<file path="config.mk">
export PLATFORM = sky130hd
export DESIGN_NAME = decoder_4x16
export DESIGN_NICKNAME = d
export VERILOG_FILES = /design/src/rtl/decoder_pkg.sv /design/src/rtl/decoder_3x8.sv /design/src/rtl/decoder_4x16.sv
export SDC_FILE = /design/constraint.sdc
export NUM_CORES = 1
export LEC_CHECK = 0
export ABC_AREA = 1
export CELL_PAD_IN_SITES_DETAIL_PLACEMENT = 1
export CELL_PAD_IN_SITES_GLOBAL_PLACEMENT = 1
export CORE_UTILIZATION = 29
export CTS_CLUSTER_DIAMETER = 50
export DETAILED_ROUTE_END_ITERATION = 6
export HOLD_SLACK_MARGIN = 0.05
export PLACE_DENSITY_LB_ADDON = 0.1
export SLEW_MARGIN = 20
export SYNTH_ARGS = -nofsm -noshare
export SYNTH_HDL_FRONTEND = slang
export SYNTH_SLANG_ARGS = --single-unit
</file>
<file path="constraint.sdc">
create_clock -name clk -period 0.8 [get_ports clk]
set_clock_uncertainty 0.05 [all_clocks]
set_input_delay 0.12 -clock clk [delete_from_list [all_inputs] [get_ports clk]]
set_output_delay 0.12 -clock clk [all_outputs]
set_load 0.01 [all_outputs]
</file>
<file path="src/rtl/decoder_pkg.sv">
// rtl/decoder_pkg.sv - shared widths, types and reset values for the 4-to-16 decoder
// Purpose: constants and types shared by decoder_3x8 and decoder_4x16.
// Ports:   none (package).
package decoder_pkg;

    localparam int DEC_IN_W  = 4;
    localparam int DEC_OUT_W = 16;
    localparam int SUB_IN_W  = 3;
    localparam int SUB_OUT_W = 8;

    typedef logic [DEC_IN_W-1:0]  dec_idx_t;
    typedef logic [DEC_OUT_W-1:0] dec_onehot_t;

    localparam dec_onehot_t DEC_Y_RST = 16'h0000;

    // Active-low copy resets to the complement of the active-high reset value.
    localparam dec_onehot_t DEC_Y_N_RST = ~DEC_Y_RST;

endpackage

</file>
<file path="src/rtl/decoder_3x8.sv">
// rtl/decoder_3x8.sv - combinational 3-to-8 one-hot decoder with enable
// Purpose: one half of the 4-to-16 decode; y is all-zero when en is low.
// Ports:
//   en  input  1  sub-decoder enable
//   a   input  3  binary index
//   y   output 8  one-hot decode of a, or zero when disabled
module decoder_3x8
    import decoder_pkg::*;
(
    input  logic                 en,
    input  logic [SUB_IN_W-1:0]  a,
    output logic [SUB_OUT_W-1:0] y
);

    always_comb begin
        y = '0;
        if (en) begin
            y[a] = 1'b1;
        end
    end

endmodule

</file>
<file path="src/rtl/decoder_4x16.sv">
// rtl/decoder_4x16.sv - registered 4-to-16 one-hot decoder built from two 3-to-8 halves
// Purpose: a[3] steers the enable to either the low or high 3-to-8 decoder; the
//          combined 16-bit result is registered, giving one clock of latency and
//          no combinational path from inputs to outputs.
// Optional: define DECODER_4X16_ACTIVE_LOW_EN to add the registered y_n = ~y output.
// Ports:
//   clk      input  1   rising-edge clock
//   rst      input  1   asynchronous active-high reset
//   en       input  1   decode enable, sampled on clk
//   a        input  4   binary index to decode
//   y        output 16  registered one-hot decode (zero when en was low)
//   y_valid  output 1   high when y holds a decode of an enabled sample
//   y_n      output 16  registered ~y (only with DECODER_4X16_ACTIVE_LOW_EN)
module decoder_4x16
    import decoder_pkg::*;
(
    input  logic        clk,
    input  logic        rst,
    input  logic        en,
    input  dec_idx_t    a,
    output dec_onehot_t y,
`ifdef DECODER_4X16_ACTIVE_LOW_EN
    output logic        y_valid,
    output dec_onehot_t y_n
`else
    output logic        y_valid
`endif
);

    logic                 en_lo;
    logic                 en_hi;
    logic [SUB_OUT_W-1:0] y_lo;
    logic [SUB_OUT_W-1:0] y_hi;
    dec_onehot_t          y_next;

    // At most one half is enabled, so y_next is zero or one-hot by construction.
    assign en_lo = en & ~a[DEC_IN_W-1];
    assign en_hi = en &  a[DEC_IN_W-1];

    decoder_3x8 u_dec_lo (
        .en (en_lo),
        .a  (a[SUB_IN_W-1:0]),
        .y  (y_lo)
    );

    decoder_3x8 u_dec_hi (
        .en (en_hi),
        .a  (a[SUB_IN_W-1:0]),
        .y  (y_hi)
    );

    assign y_next = {y_hi, y_lo};

    always_ff @(posedge clk or posedge rst) begin
        if (rst) begin
            y       <= DEC_Y_RST;
            y_valid <= 1'b0;
        end else begin
            y       <= y_next;
            y_valid <= en;
        end
    end

`ifdef DECODER_4X16_ACTIVE_LOW_EN
    // Separate register fed from y_next so y_n changes on the same edge as y.
    always_ff @(posedge clk or posedge rst) begin
        if (rst) begin
            y_n <= DEC_Y_N_RST;
        end else begin
            y_n <= ~y_next;
        end
    end
`endif

endmodule

</file>
==> out/qor.yml <==
status:
  outcome: "finished, violations left"
  violations: "setup timing"
place:
  routabilityCongestion: 0.685
  portBuffers: 23
  hpwl_um: 850
  placed_cells: 99
routing:
  routed_wirelength_um: 1160
  drt_first_iter_violations: 0
  vias: 421
  drt_pass1_iterations: 1
  via_per_inst: 4.09
  wl_per_cell_um: 11.3
  postRouteAntennaNets: 0
  drc: 0
pwr:
  seqPwrFrac_pct: 60.6
  intPower_w: 0.00113
  switching_share_pct: 22.1
  p_per_area_nw_per_um2: 1790
  ir_worst_vdd_v: 0.000715
  p_leak_nw: 0.462
  clock_power_share_pct: 29.5
  switching_power_w: 0.000320
  p_comb_share_pct: 9.9
flow_run:
  drv_cap: 0
sta:
  finalSetupViolCount: 17
  timing.final.ws_setup_ns: -0.157
  relSlewSlack_pct: 83.4
  timing.setup.tns_ns: -2.45
  max_slew.worst_pin.slew_ns: 0.249
  rsz0062_at_grt: "true"
  hold_viol: 0
  maxSlewViolCount: 0
  timing.final.crit_share_pct: 120
  fmax_mhz: 1040
  layout_min_cycle_time_ns: 0.957
synthesis:
  synth-edff-count: 0
  yosysMostFrequentCell: "dfrtp_1"
  yosys-top-cells-area: "dfrtp_1, nor2_1, nand3_1"
  yosys_warnings: 0
  async_reset_ff_share_pct: 100
  synthDistinctLibCells: 6
  postSynthCellCount: 49
  seq_area_frac_synth_pct: 76.6
  synth_flop_cell: "dfrtp_1"
  syn_nets: 56
  ys_seq_elements: 17
  syn_area_sq_um: 556
  yosysTopAreaCell: "dfrtp_1"
  syn_area_per_cell_sq_um: 11.3
  synth_commonest_cells: "dfrtp_1, nor2_1, nand3_1"
  yosys.area.top_type_share_pct: 76.6
die:
  core_sq_um: 1760
  die_area_sq_um: 2090
  die_h_um: 45.8
  start_util_pct: 31.5
  die_w_um: 45.8
  io_pins: 24
  rows: 15
critical_path:
  cpPeakStageDelay_ns: 0.38
  critPathCaptureType: "output pin"
  critPathMaxFanout: 1
  worst_ep_arrival_time_ns: 0.79
  cp_top_family: "flip-flops"
  cp_num_buf_inv: 1
  critPathSlowestCell: "dfrtp_1"
  cp-start-kind: "flip-flop"
  crit_type: "flip-flop to output pin"
  worstPathRequired_ns: 0.63
  cp_cell_sequence: "buf_2"
layout:
  instances_no_fill: 103
  fin_nets: 86
  regArea_sq_um: 425
  diodes: 0
  drive_gt1_share_pct: 33.3
  multi_input_area_sq_um: 116
  syn2layout_area_growth_pct: 45.3
  n_fill_cell: 219
global_routing:
  antenna_found_initial: 0
  overflow: 0
  track_usage_pct: 12.8
  grt_pass1_wl_um: 1880
  grt_pass1_vias: 449
  grt_start_max_net_pins: 18
cts:
  h-tree-depth: 1
  cts-root-buf: "clkbuf_4"
  clk_pin_slew_worst_paths_ns: 0.09
  cts_hold_buf: 0
  clock_path_buffers: 2
  cts_tree: "done"
  cts_buffers: 3
  clkSinkCount: 17
hold_path:
  hp-class: "input port to async pin"
==> stage by stage <==
step                      power (W)  util, %  hold slack [ns]  area (sq um)  setup WS [ns]
after floorplan            0.000950        -         -0.00393           556          0.254
after global placement      0.00106     48.6            0.400           857         -0.333
after detailed placement    0.00106     48.6            0.401           857         -0.350
after CTS                   0.00147     45.2           0.0963           798         -0.178
after global routing        0.00153     45.7            0.101           807         -0.197
final                       0.00145     45.7            0.106           807         -0.157
==> area by class of cell <==
type / count / area share, %
inverters: 5 / 2.33
well taps: 25 / 3.88
multi-input cells: 27 / 14.4
flip-flops and latches: 17 / 52.7
repair buffers: 25 / 23.4
clock buffers: 4 / 3.26
==> state kept, by name, summed over array words and instances, names as in the netlist <==
register	flops
y	16
y_valid	1
==> routing by layer <==
layer	track usage [%]	share of wire (%)
met1	16.6	48
met2	20.9	47
met3	2.38	4.4
met4	5.29	0.52
met5	0	0
==> power by group through the flow <==
stage	registers [W]	clock network (W)	logic (W)
3_3_place_gp	0.000895	0	0.000162
6_report	0.000877	0.000426	0.000144
3_5_place_dp	0.000895	0	0.000165
4_1_cts	0.000877	0.000450	0.000146
2_1_floorplan	0.000903	0	0.0000462
5_1_grt	0.000879	0.000489	0.000162
==> timing repair <==
item	in CTS	in global routing
endpoints found under the setup margin	32	25
buffers inserted	0	0
resized for setup	74	3
pin swaps	0	0
==> cells by family after synthesis <==
kind of cell | after synthesis | synth area share, %
buffers and inverters | 5 | 3.38
flip-flops | 17 | 76.6
AND/OR/NAND/NOR | 27 | 20.0
==> cell usage in the layout, fill, tap and decap left out <==
cell | Yosys | final
nand2_1 | 4 | 2
clkdlybuf4s50_1 | 0 | 1
inv_1 | 5 | 4
dlymetal6s2s_1 | 0 | 1
clkbuf_4 | 0 | 3
nor2_1 | 16 | 16
nand3_1 | 6 | 6
buf_2 | 0 | 16
inv_2 | 0 | 1
buf_6 | 0 | 1
dlygate4sd2_1 | 0 | 4
buf_12 | 0 | 2
nor2_2 | 1 | 1
dfrtp_1 | 17 | 17
clkbuf_1 | 0 | 1
nand2_2 | 0 | 2
==> worst max path at each step <==
| stage | startpoint | end | slack [ns] | cells after the start |
|---|---|---|---|---|
| 2_1_floorplan | y[0] | y[0] | 0.25 | 0 |
| 3_3_place_gp | a[0] | y[10] | -0.33 | 4 |
| 3_5_place_dp | a[0] | y[10] | -0.35 | 4 |
| 4_1_cts | y[13] | y[13] | -0.18 | 1 |
| 5_1_grt | y[13] | y[13] | -0.20 | 1 |
| 6_report | y[15] | y[15] | -0.16 | 1 |
Power figures use the tool's default switching activity.
